--- src/rtl/rv_mem_pkg.sv ---
// rv_mem_pkg: shared constants for the load/store unit.
//   - RV32 load/store funct3 encodings
//   - access size encodings (funct3[1:0]) and their byte masks
//   - FSM state encodings for lsu_ctrl
package rv_mem_pkg;

   // Load funct3 encodings
   localparam logic [2:0] F3_LB  = 3'd0;
   localparam logic [2:0] F3_LH  = 3'd1;
   localparam logic [2:0] F3_LW  = 3'd2;
   localparam logic [2:0] F3_LBU = 3'd4;
   localparam logic [2:0] F3_LHU = 3'd5;

   // Store funct3 encodings
   localparam logic [2:0] F3_SB  = 3'd0;
   localparam logic [2:0] F3_SH  = 3'd1;
   localparam logic [2:0] F3_SW  = 3'd2;

   // Access size, taken from funct3[1:0]
   typedef enum logic [1:0] {
      SZ_BYTE = 2'd0,
      SZ_HALF = 2'd1,
      SZ_WORD = 2'd2
   } size_e;

   // FSM states
   typedef logic [1:0] state_t;
   localparam state_t ST_IDLE = 2'd0;
   localparam state_t ST_ACC0 = 2'd1;
   localparam state_t ST_ACC1 = 2'd2;
   localparam state_t ST_RESP = 2'd3;

   // Right-aligned byte mask for an access size; 0 for the reserved size.
   function automatic logic [3:0] size_mask(input logic [1:0] sz);
      logic [3:0] m;
      case (sz)
         SZ_BYTE: m = 4'b0001;
         SZ_HALF: m = 4'b0011;
         SZ_WORD: m = 4'b1111;
         default: m = 4'b0000;
      endcase
      return m;
   endfunction

endpackage

--- src/rtl/lsu_align.sv ---
// lsu_align: combinational lane logic for the load/store unit.
//   Inputs : we_i (store), funct3_i, k_i (byte offset), wdata_i (right-aligned
//            store data), lo_i / hi_i (captured load words).
//   Outputs: mask0_o / mask1_o (byte enables for Word0 / Word1),
//            wdata0_o / wdata1_o (lane-shifted store data for Word0 / Word1),
//            split_o (access spans two words), illegal_o (bad funct3),
//            rdata_o (merged and extended load result).
module lsu_align
   import rv_mem_pkg::*;
(
   input  logic        we_i,
   input  logic [2:0]  funct3_i,
   input  logic [1:0]  k_i,
   input  logic [31:0] wdata_i,
   input  logic [31:0] lo_i,
   input  logic [31:0] hi_i,
   output logic [3:0]  mask0_o,
   output logic [3:0]  mask1_o,
   output logic [31:0] wdata0_o,
   output logic [31:0] wdata1_o,
   output logic        split_o,
   output logic        illegal_o,
   output logic [31:0] rdata_o
);

   logic [1:0]  size;
   logic [7:0]  mask_wide;
   logic [63:0] wdata_wide;
   logic [63:0] merged;

   assign size = funct3_i[1:0];

   // Shifting into a double-width vector yields both words at once: the low
   // half is the Word0 lanes, the bits pushed past lane 3 land in the high
   // half and are exactly the Word1 lanes (mask >> (4-k), data >> (32-8k)).
   assign mask_wide  = {4'b0000, size_mask(size)} << k_i;
   assign wdata_wide = {32'h0, wdata_i} << {k_i, 3'b000};
   assign mask0_o    = mask_wide[3:0];
   assign mask1_o    = mask_wide[7:4];
   assign wdata0_o   = wdata_wide[31:0];
   assign wdata1_o   = wdata_wide[63:32];

   assign split_o = ((size == SZ_HALF) && (k_i == 2'd3)) ||
                    ((size == SZ_WORD) && (k_i != 2'd0));

   assign illegal_o = we_i ? (funct3_i > F3_SW)
                           : ((funct3_i == 3'd3) || (funct3_i == 3'd6) || (funct3_i == 3'd7));

   // Load data: bring the addressed byte down to bit 0 across both words.
   assign merged = {hi_i, lo_i} >> {k_i, 3'b000};

   always_comb begin
      // NOTE: every path of a combinational block assigns its outputs (here via
      // the default arm) so no latch is inferred.
      case (funct3_i)
         F3_LB:   rdata_o = {{24{merged[7]}}, merged[7:0]};
         F3_LH:   rdata_o = {{16{merged[15]}}, merged[15:0]};
         F3_LW:   rdata_o = merged[31:0];
         F3_LBU:  rdata_o = {24'h0, merged[7:0]};
         F3_LHU:  rdata_o = {16'h0, merged[15:0]};
         default: rdata_o = 32'h0;
      endcase
   end

endmodule

--- src/rtl/lsu_ctrl.sv ---
// lsu_ctrl: load/store initiator between the execute stage and data memory.
//   Core side  : req_valid/req_ready handshake with req_we, req_funct3,
//                req_addr, req_wdata; one-cycle resp_valid with resp_rdata
//                and resp_fault.
//   Memory side: MemRW, addr (word aligned), dataW, MemWriteMask, and the
//                asynchronous read data dataR.
//   MISALIGN_EN: 1 splits word-crossing accesses into two cycles, 0 faults them.
module lsu_ctrl
   import rv_mem_pkg::*;
#(
   parameter bit MISALIGN_EN = 1'b1
) (
   input  logic        clk,
   input  logic        rst,
   input  logic        req_valid,
   output logic        req_ready,
   input  logic        req_we,
   input  logic [2:0]  req_funct3,
   input  logic [31:0] req_addr,
   input  logic [31:0] req_wdata,
   output logic        resp_valid,
   output logic [31:0] resp_rdata,
   output logic        resp_fault,
   output logic        MemRW,
   output logic [31:0] addr,
   output logic [31:0] dataW,
   output logic [3:0]  MemWriteMask,
   input  logic [31:0] dataR
);

   state_t      state_q, state_d;
   logic        we_q, we_d;
   logic [2:0]  funct3_q, funct3_d;
   logic [31:0] addr_q, addr_d;
   logic [31:0] wdata_q, wdata_d;
   logic        fault_q, fault_d;
   logic [31:0] lo_q, lo_d;
   logic [31:0] hi_q, hi_d;

   // Alignment logic sees the live request while idle (to classify it before
   // latching) and the latched request in every other state.
   logic        sel_we;
   logic [2:0]  sel_funct3;
   logic [31:0] sel_addr;
   logic [31:0] sel_wdata;
   logic [3:0]  mask0, mask1;
   logic [31:0] wdata0, wdata1;
   logic        split, illegal;
   logic [31:0] ld_rdata;
   logic [31:0] word0;

   assign sel_we     = (state_q == ST_IDLE) ? req_we     : we_q;
   assign sel_funct3 = (state_q == ST_IDLE) ? req_funct3 : funct3_q;
   assign sel_addr   = (state_q == ST_IDLE) ? req_addr   : addr_q;
   assign sel_wdata  = (state_q == ST_IDLE) ? req_wdata  : wdata_q;

   lsu_align u_align (
      .we_i      (sel_we),
      .funct3_i  (sel_funct3),
      .k_i       (sel_addr[1:0]),
      .wdata_i   (sel_wdata),
      .lo_i      (lo_q),
      .hi_i      (hi_q),
      .mask0_o   (mask0),
      .mask1_o   (mask1),
      .wdata0_o  (wdata0),
      .wdata1_o  (wdata1),
      .split_o   (split),
      .illegal_o (illegal),
      .rdata_o   (ld_rdata)
   );

   assign word0 = {addr_q[31:2], 2'b00};

   // Next-state logic
   always_comb begin
      state_d  = state_q;
      we_d     = we_q;
      funct3_d = funct3_q;
      addr_d   = addr_q;
      wdata_d  = wdata_q;
      fault_d  = fault_q;
      lo_d     = lo_q;
      hi_d     = hi_q;
      case (state_q)
         ST_IDLE: begin
            if (req_valid) begin
               we_d     = req_we;
               funct3_d = req_funct3;
               addr_d   = req_addr;
               wdata_d  = req_wdata;
               fault_d  = illegal || (split && !MISALIGN_EN);
               state_d  = fault_d ? ST_RESP : ST_ACC0;
            end
         end
         ST_ACC0: begin
            if (!we_q) lo_d = dataR;
            state_d = split ? ST_ACC1 : ST_RESP;
         end
         ST_ACC1: begin
            if (!we_q) hi_d = dataR;
            state_d = ST_RESP;
         end
         default: state_d = ST_IDLE;
      endcase
   end

   always_ff @(posedge clk) begin
      // NOTE: sequential state uses non-blocking assignments so every register
      // samples the pre-edge values regardless of statement order.
      if (rst) begin
         state_q  <= ST_IDLE;
         we_q     <= 1'b0;
         funct3_q <= 3'd0;
         addr_q   <= 32'h0;
         wdata_q  <= 32'h0;
         fault_q  <= 1'b0;
         lo_q     <= 32'h0;
         hi_q     <= 32'h0;
      end else begin
         state_q  <= state_d;
         we_q     <= we_d;
         funct3_q <= funct3_d;
         addr_q   <= addr_d;
         wdata_q  <= wdata_d;
         fault_q  <= fault_d;
         lo_q     <= lo_d;
         hi_q     <= hi_d;
      end
   end

   // Outputs decode straight from the state, so reset alone forces them idle.
   always_comb begin
      req_ready    = 1'b0;
      resp_valid   = 1'b0;
      resp_rdata   = 32'h0;
      resp_fault   = 1'b0;
      MemRW        = 1'b0;
      addr         = 32'h0;
      dataW        = 32'h0;
      MemWriteMask = 4'b0000;
      case (state_q)
         ST_IDLE: req_ready = 1'b1;
         ST_ACC0: begin
            addr         = word0;
            MemRW        = we_q;
            MemWriteMask = we_q ? mask0 : 4'b0000;
            dataW        = we_q ? wdata0 : 32'h0;
         end
         ST_ACC1: begin
            addr         = word0 + 32'd4;  // wraps modulo 2^32
            MemRW        = we_q;
            MemWriteMask = we_q ? mask1 : 4'b0000;
            dataW        = we_q ? wdata1 : 32'h0;
         end
         default: begin
            resp_valid = 1'b1;
            resp_fault = fault_q;
            resp_rdata = (fault_q || we_q) ? 32'h0 : ld_rdata;
         end
      endcase
   end

endmodule
--- config.mk ---
export PLATFORM = sky130hd
export DESIGN_NAME = lsu_ctrl
export DESIGN_NICKNAME = d
export VERILOG_FILES = /design/src/rtl/rv_mem_pkg.sv /design/src/rtl/lsu_align.sv /design/src/rtl/lsu_ctrl.sv
export SDC_FILE = /design/constraint.sdc
export NUM_CORES = 1
export LEC_CHECK = 0
export BUFFER_PORTS_ARGS = -buffer_cell sky130_fd_sc_hd__buf_4
export CAP_MARGIN = 10
export CORE_UTILIZATION = 40
export DETAILED_ROUTE_END_ITERATION = 7
export PLACE_DENSITY = 0.61
export REMOVE_ABC_BUFFERS = 1
export SYNTH_ARGS = -nofsm -noshare
export SYNTH_HDL_FRONTEND = slang
export SYNTH_SLANG_ARGS = --single-unit
--- constraint.sdc ---
create_clock -name clk -period 5.7 [get_ports clk]
set_input_delay 0.285 -clock clk [delete_from_list [all_inputs] [get_ports clk]]
set_output_delay 0.285 -clock clk [all_outputs]
set_load 0.02 [all_outputs]
Word level (Yosys, flattened, before mapping)

Cells that the tools add are included.
Widths: inputs -> output; s select.

Flip-flop bits (word level): 135
Input port bits: 103
Word-level logic and storage cells: 66
Output and inout bits: 104

Add/sub/neg operators: 1
$lt $le $gt $ge: 1
Mux-type cells: 24
Reduce and logical (&&, ||, !) cells: 15
Bitwise operators: 1
Shift operators: 3
Equality and inequality tests: 13

Operator list:

| cell                  | count |
|---|---|
| $mux 32               | 5 |
| $pmux 32 s5           | 1 |
| $pmux 32 s2           | 2 |
| $shl 32x5->64         | 1 |
| $shr 64x5->32         | 1 |
| $add 32x3->32 const B | 1 |
| $eq 3x3->1 const B    | 4 |
| $pmux 4 s3            | 1 |
| $mux 4                | 2 |
| $pmux 4 s2            | 1 |
| $shl 4x2->8           | 1 |
| $mux 1                | 7 |
| $eq 2x2->1 const B    | 3 |
| $eq 3x2->1 const B    | 2 |
| $mux 2                | 3 |
| $pmux 2 s3            | 1 |
| $reduce_and 2->1      | 3 |
| $eq 2x1->1 const B    | 2 |
| $logic_not 2->1       | 2 |
| $logic_or 1x1->1      | 4 |
| $eq 3x1->1 const B    | 1 |
| $gt 3x2->1 const B    | 1 |
| $logic_not 3->1       | 1 |
| $mux 3                | 1 |
| other kinds (6)       | 7 |

Longest topological paths before layout

Gate-level depths: netlist of run 1.

Depth in word-level cells: 9
Gate-level depth with buffers: 15

Hierarchy

A second synthesis of run 1 with hierarchy kept.

Cells, all modules: 1226
Area, all modules: 9258.9 um2

By module, submodules not included:

| module    | instances | seq. area each (um2) | area each (um2) | cells each |
|---|---|---|---|---|
| lsu_ctrl  | 1         | 2702.6               | 6979.2          | 953 |
| lsu_align | 1         | 0.0                  | 2279.7          | 273 |

Least setup slack after synthesis of run 1

OpenSTA, ideal clock, no wires.

Path type: register to output
From: register state_q[0]
To: output resp_rdata[11]
Arrival: 3656 ps
Path buffers: 7
Data required time: 5415 ps
Slack: 1759 ps
Cell stages (with the launch flop): 16
Path through: dfxtp_1 inv_1 ha_1 buf_2 buf_1 clkbuf_1 clkbuf_1 mux2i_1 ha_1 and2_1 clkbuf_1 or2_2 buf_2 o21ai_1 buf_2 a21oi_1

Cells in the longest elaborated chain, start to end: 6
Elaborated cells between the ends (all ways): 15
Those cells by class: 6 x eq/ne; 1 x shift; 5 x mux; 3 x reduce/logical

RTL lines:

| what                                        | line                                            | RTL |
|---|---|---|
| start, declared                             | lsu_ctrl.sv:31                                  | `state_t state_q, state_d;` |
| start signal, assigned                      | lsu_ctrl.sv:121                                 | `state_q <= state_d;` |
| $logic_not 2->1                             | lsu_ctrl.sv:53, lsu_ctrl.sv:54, lsu_ctrl.sv:142 |  |
| $mux 2 / $mux 3 (equally long branches)     | lsu_ctrl.sv:54, lsu_ctrl.sv:53                  |  |
| $shr 64x5->32, or another cell as far along | lsu_align.sv:50                                 | `assign merged = {hi_i, lo_i} >> {k_i, 3'b000};` |
| $pmux 32 s5                                 | lsu_align.sv:55                                 | `case (funct3_i)` |
| $mux 32                                     | lsu_ctrl.sv:159                                 | `resp_rdata = (fault_q \|\| we_q) ? 32'h0 : ld_rdata;` |
| $mux 32 *                                   | lsu_ctrl.sv:142                                 | `case (state_q)` |
| end, declared                               | lsu_ctrl.sv:22                                  | `output logic [31:0] resp_rdata,` |

Mark *: on every way between the ends. The rest lies on a longest branch, timed or not.

Final worst setup path of run 1

From: register state_q[0]
To: output resp_rdata[19]

Same word-level chain as after synthesis.

==> results of run 1 <==
registers in the layout (all words and copies together), names as in the netlist:
name and cells:
lo_q 32, we_q 1, wdata_q 32, hi_q 24, fault_q 1, state_q 2
addr_q 32, funct3_q 3
report_power, final:
part	total [mW]	internal (mW)	switching (mW)
sequential	1.23	1.07	0.161
clock	1.15	0.710	0.444
combinational	2.22	0.789	1.43
total	4.60	2.57	2.04
cells in the mapped netlist (10+ instances only):
master and number:
nor2b_1 19, mux4_2 16, a211oi_1 18, o21ai_0 30, a22oi_1 21, o211ai_1 11
a21oi_1 187, and2_1 10, nand3_1 31, nor2_1 49, nand2_1 358, clkbuf_1 84
a31oi_1 12, mux2i_1 47, ha_1 11, dfxtp_1 127, inv_1 15, buf_2 11
layout by cell type, fill, tap and decap left out, drive strengths merged, types with 4 or more instances in the layout:
cell type,instances
or3,4
buf,217
and3,6
and2,11
a21oi,187
mux4,16
nand2,358
o22ai,8
dfxtp,127
o22a,5
mux2,6
nor2b,19
inv,21
nor4,6
o211ai,11
nand4,10
mux2i,47
a211oi,18
a221oi,4
and3b,4
clkinv,4
clkbuf,19
or4,4
nor2,49
a22oi,21
nand3,31
a311oi,7
ha,11
a31oi,13
o21ai,32
worst max-delay path, stage by stage (launching register included):
cell and delay (ns):
dfxtp_1 0.33, inv_1 0.13, ha_4 0.49, mux2i_1 0.44
inv_1 0.14, ha_1 0.24, and2_1 0.38, or2_2 0.50
o21ai_2 0.82, a21oi_1 0.13, buf_4 0.22
area by class of cell:
class,instances,area (um^2)
clock buffers,19,442.9
clock inverters,13,175.2
fillers,2012,9768
inverters,16,60.06
multi-input cells,930,5279
flip-flops and latches,127,2542
well taps,270,337.8
repair buffers,217,1629
worst paths after layout:
path / endpoint / slack (ns) / cells past startpoint
worst min-delay path: addr_q[21]$_SDFFE_PP0P_ / 0.11 / 3
worst max-delay path: resp_rdata[19] / 1.15 / 10
worst max register to register: state_q[1]$_SDFFE_PP0P_ / 2.91 / 9
worst min register to register: wdata_q[0]$_SDFFE_PP0P_ / 0.45 / 2
metrics by stage:
| stage | hold slack, ns | cells |
|---|---|---|
| 5_1_grt | 0.1038 | 1592 |
| 4_1_cts | 0.09763 | 1592 |
| 6_report | 0.1057 | 1592 |
| 3_3_place_gp | 0.4416 | 1560 |
| 3_5_place_dp | 0.4467 | 1560 |
| 2_1_floorplan | 0.3541 | 1073 |
kinds of logic after synthesis:
group	Yosys count
AOI/OAI and AO/OA	329
xor gates and xnor gates	3
adders and majority gates	11
buffers and inverters	119
DFF	127
muxes	69
other	1
and+or+nand+nor	516
per-layer routing:
layer  wire (um)  part of all wire (%)
met5           0                     0
met4         346                   1.3
met3        2098                   7.9
met2       12280                    46
met1       11900                    45
==> flow_summary.yaml, run 1 <==
outcome:
  status: "complete, no violations"
global_route:
  grt_pass1_wl_um: 42780
  met2_usage_pct: 40.12
  grt_util_all_layers_pct: 25.04
  grt_pass1_vias: 8089
  use_met3_pct: 6.019
  busiest_layer: "met2"
  use_met1_pct: 33.76
  antenna_found_initial: 0
  grt_max_degree: 76
  overflow: 0
clock_tree:
  cts-resized-gates: 0
  clk_path_buf_depth: 2
  cts_tree: "built"
  numCtsBuffers: 17
  cts_setup_buffers: 0
  worstSkewPairLatency_ns: 0.42
  cts_max_level: 4
  clkTransAtPathRegs_ns: 0.06
  ctsRootBufferMaster: "clkbuf_16"
  clock-sinks: 127
  ctsHoldBuffers: 0
synth:
  syn_area_um2: 8247
  async_flop_share_pct: 0
  ys_seq_elements: 127
  yosys.area.top_type: "dfxtp_1"
  synth-xor-area-share_pct: 0.3186
  synth_edf_count: 0
  synth_top_family_by_area: "simple AND/OR/NAND/NOR gates"
  synth_simple_gate_area_share_pct: 26.90
  yosys-top-cells-area: "dfxtp_1 (31%), nand2_1 (16%), a21oi_1 (11%), mux2i_1 (5.7%), mux4_2 (4.4%)"
  synthCells: 1175
  yosys.area.top_type_share_pct: 30.83
  ys.flop_type: "dfxtp_1"
  avgSynthCellArea_um2: 7.018
  yosys-mux-area-fraction_pct: 10.89
  ys_seq_area_share_pct: 30.83
  yosys_warnings: 0
  synth.distinct_cells: 62
  yosys.area_share.adder_pct: 1.669
  synth_compound_area_share_pct: 23.67
power_and_ir_drop:
  ir_worst_vdd_uv: 274.7
  powerDensity_nw_per_um2: 439.7
  p_leak_nw: 4.140
  report.power.total_mw: 4.602
critical_path:
  cp-start-kind: "flip-flop"
  worstReg2RegStart: "state_q[0]$_SDFFE_PP0P_"
  critPathKind: "reg -> out"
  crit_fanout: 37
  crit_required_ns: 5.41
  cp-end-kind: "primary output"
  cp.arrival_ns: 4.26
  cp-startpoint: "state_q[0]$_SDFFE_PP0P_"
drt:
  first_pass_iters: 5
  drtAntennaViolNets: 0
  wl_per_cell_um: 16.72
  drt-vias-per-instance: 5.579
  drc: 0
  num_vias: 8882
  wl_um: 26620
  drtIter0Drc: 664
run:
  cap_violations: 0
sta:
  tightest_slew_ns: 1.088
  setup_tns_ns: 0
  rsz0062_at_grt: "false"
  relSlewSlack_pct: 27.50
  max_freq_ghz: 0.2199
  layout_min_cycle_time_ns: 4.547
  maxSlewViolCount: 0
  final-setup-viol-count: 0
  skew_ns: 0.01119
  period_share_pct: 79.78
  setup_ws_ns: 1.153
  hold_viol: 0
floorplan:
  die-height_um: 145.6
  chipWidth_um: 145.6
  initial_core_util_pct: 40.76
  core_um2: 20230
  pin_count: 207
  num_rows: 52
  die-area_um2: 21200
cells_and_area:
  area_growth_pct: 26.92
  fin_util_pct: 51.73
  num_antenna_cells: 0
  nets: 1423
  final_area_um2: 10470
  layout-drive-gt1-share_pct: 21.56
place:
  pre_cts_ws_ns: 1.577
  place_area_um2: 9848
  dpl.hpwl_um: 18140
  io_buffer_count: 204
  gp_congestion: 0.8342
min_path:
  holdCritStartpoint: "req_addr[21]"
  hp-class: "in -> reg"
No activity file was read; power rests on OpenSTA's default activity.
==> inputs of run 2 (changes only) <==
Settings changed: PLACE_DENSITY 0.61 to 0.63.
Clock period 5.7 ns to 3.9 ns, I/O delays scaled along.
==> run 2 against run 1 <==
  * Die area unchanged
  * Combinational power increased by 51%
  * Clock power increased by 49%
  * Clock skew decreased by 0.0046 ns
  * Critical path depth increased by 2
  * Worst setup slack got worse by 0.96 ns
  * Worst hold slack got worse by 0.099 ns
  * Critical path type unchanged
  * Clock-buffer cell count decreased by 2
  * Non-clock buffer count increased by 10
  * Sequential share of layout area decreased by 0.21 points
==> flow_summary.yaml, run 2 (synthesized netlist as in run 1, its figures left out) <==
clock_tree:
  clock-sinks: 127
  ctsRootBufferMaster: "clkbuf_16"
  numCtsBuffers: 17
  cts_tree: "built"
  clk_path_buf_depth: 2
  clkTransAtPathRegs_ns: 0.07
  cts_setup_buffers: 0
  cts_max_level: 4
  ctsHoldBuffers: 0
  worstSkewPairLatency_ns: 0.43
cells_and_area:
  layout_common_cells: "nand2_1 (357), buf_4 (227), a21oi_1 (187), dfxtp_1 (127), nor2_1 (48)"
  final_common_cell: "nand2_1"
  reg_top3: "addr_q (32), lo_q (32), wdata_q (32)"
  layout-drive-gt1-share_pct: 22.37
  nets: 1433
  area_growth_pct: 28.01
  num_antenna_cells: 0
outcome:
  status: "complete, no violations"
critical_path:
  cp-end-kind: "primary output"
  cp.arrival_ns: 3.51
  crit_end: "resp_rdata[8]"
  critPathKind: "reg -> out"
  cp-start-kind: "flip-flop"
  crit_fanout: 23
  timing.rr.end: "wdata_q[7]$_SDFFE_PP0P_"
  cp-startpoint: "state_q[0]$_SDFFE_PP0P_"
  reg2reg_depth: 7
  worstReg2RegStart: "state_q[0]$_SDFFE_PP0P_"
  rrSetupSlack_ns: 1.07
  crit_required_ns: 3.70
drt:
  wl_um: 27640
  drtIter0Drc: 546
  highest_layer: "met4"
  drtAntennaViolNets: 0
  drc: 0
  num_vias: 8910
  wl_met1_um: 12390
  first_pass_iters: 5
  wl_per_cell_um: 17.26
  dr_wl_met3_um: 2087
  drt-vias-per-instance: 5.562
  wl_met2_um: 12730
sta:
  setup_ws_ns: 0.1960
  tightest_slew_ns: 1.121
  layout_min_cycle_time_ns: 3.704
  final-setup-viol-count: 0
  hold_viol: 0
  relSlewSlack_pct: 25.24
  max_freq_ghz: 0.2700
  period_share_pct: 94.97
  rsz0062_at_grt: "false"
  maxSlewViolCount: 0
  skew_ns: 0.006605
run:
  cap_violations: 0
power_and_ir_drop:
  ir_worst_vdd_uv: 326.6
  p_leak_nw: 4.179
  report.power.total_mw: 6.853
  powerDensity_nw_per_um2: 649.2
place:
  pre_cts_ws_ns: 0.6154
  gp_congestion: 0.8290
  io_buffer_count: 204
  dpl.hpwl_um: 18560
floorplan:
  pin_count: 207
  chipWidth_um: 145.6
  die-area_um2: 21200
  num_rows: 52
  die-height_um: 145.6
  core_um2: 20230
  initial_core_util_pct: 40.76
global_route:
  grt_max_degree: 85
  grt_pass1_wl_um: 44220
  antenna_found_initial: 0
  grt_util_all_layers_pct: 26.04
  overflow: 0
  grt_pass1_vias: 8179
min_path:
  hp-class: "in -> reg"
==> run 2: cell count changes in the layout (fill, tap and decap cells not counted) <==
cell and delta:
buf_4 +10, clkbuf_1 -1, clkbuf_8 -1, clkinv_2 -1, clkinv_4 +1, clkinvlp_4 +2, inv_6 -3, inv_8 +3
mux2i_1 -1, mux2i_2 +1, nor2_1 -1, nor2_2 +1
==> run 2: layout make-up <==
cell class	instances	area, um^2
clock inverter	15	201.4
fill	2035	9678
inverter	16	60.06
clock buffer	17	425.4
tap	270	337.8
timing repair buffer	227	1704
multi-input combinational	930	5285
sequential	127	2542
==> run 2: repair_timing <==
action	4_1_cts	5_1_grt
setup endpoints to repair	0	23
endpoints found under the hold margin	0	0
resized for setup	0	1
==> run 2: power by group <==
group / internal, mW / switching (mW) / total (mW)
registers: 1.56 / 0.234 / 1.79
clock network: 1.03 / 0.685 / 1.71
logic: 1.20 / 2.15 / 3.35
total: 3.78 / 3.07 / 6.85
==> run 2: how the worst min path moves through the flow <==
| stage | startpoint | endpoint | slack, ns | depth (start not counted) |
|---|---|---|---|---|
| floorplan | rst | addr_q[0]$_SDFFE_PP0P_ | 0.26 | 1 |
| global placement | wdata_q[1]$_SDFFE_PP0P_ | wdata_q[1]$_SDFFE_PP0P_ | 0.44 | 2 |
| detailed placement | hi_q[16]$_SDFFE_PP0P_ | hi_q[16]$_SDFFE_PP0P_ | 0.45 | 2 |
| CTS | req_addr[13] | addr_q[13]$_SDFFE_PP0P_ | 0.003 | 3 |
| global route | req_addr[10] | addr_q[10]$_SDFFE_PP0P_ | 0.01 | 3 |
| finish | req_addr[13] | addr_q[13]$_SDFFE_PP0P_ | 0.007 | 3 |
==> run 2: critical path, stage by stage, from the launching register on <==
cell,delay (ns)
dfxtp_1,0.34
inv_1,0.13
ha_4,0.28
mux2i_2,0.37
inv_1,0.14
ha_1,0.25
and2_1,0.19
buf_4,0.21
or2_2,0.42
o21ai_2,0.17
buf_4,0.30
a21oi_1,0.09
buf_4,0.19
==> run 2: stage by stage <==
step / utilization [%] / instances / hold slack, ns / area, um^2 / setup TNS [ns]
3_5_place_dp: 49.05 / 1570 / 0.4470 / 9926 / 0
4_1_cts: 52.15 / 1602 / 0.003414 / 10550 / 0
6_report: 52.17 / 1602 / 0.006508 / 10560 / 0
3_3_place_gp: 49.05 / 1570 / 0.4417 / 9926 / 0
5_1_grt: 52.17 / 1602 / 0.01004 / 10560 / 0
2_1_floorplan: - / 1073 / 0.2641 / 7843 / -130.22
==> run 2: metal layers <==
layer,vias to the layer above,track usage [%]
li1,4405,-
met3,33,6.364
met1,4143,34.49
met4,0,7.684
met5,-,0
met2,329,41.92
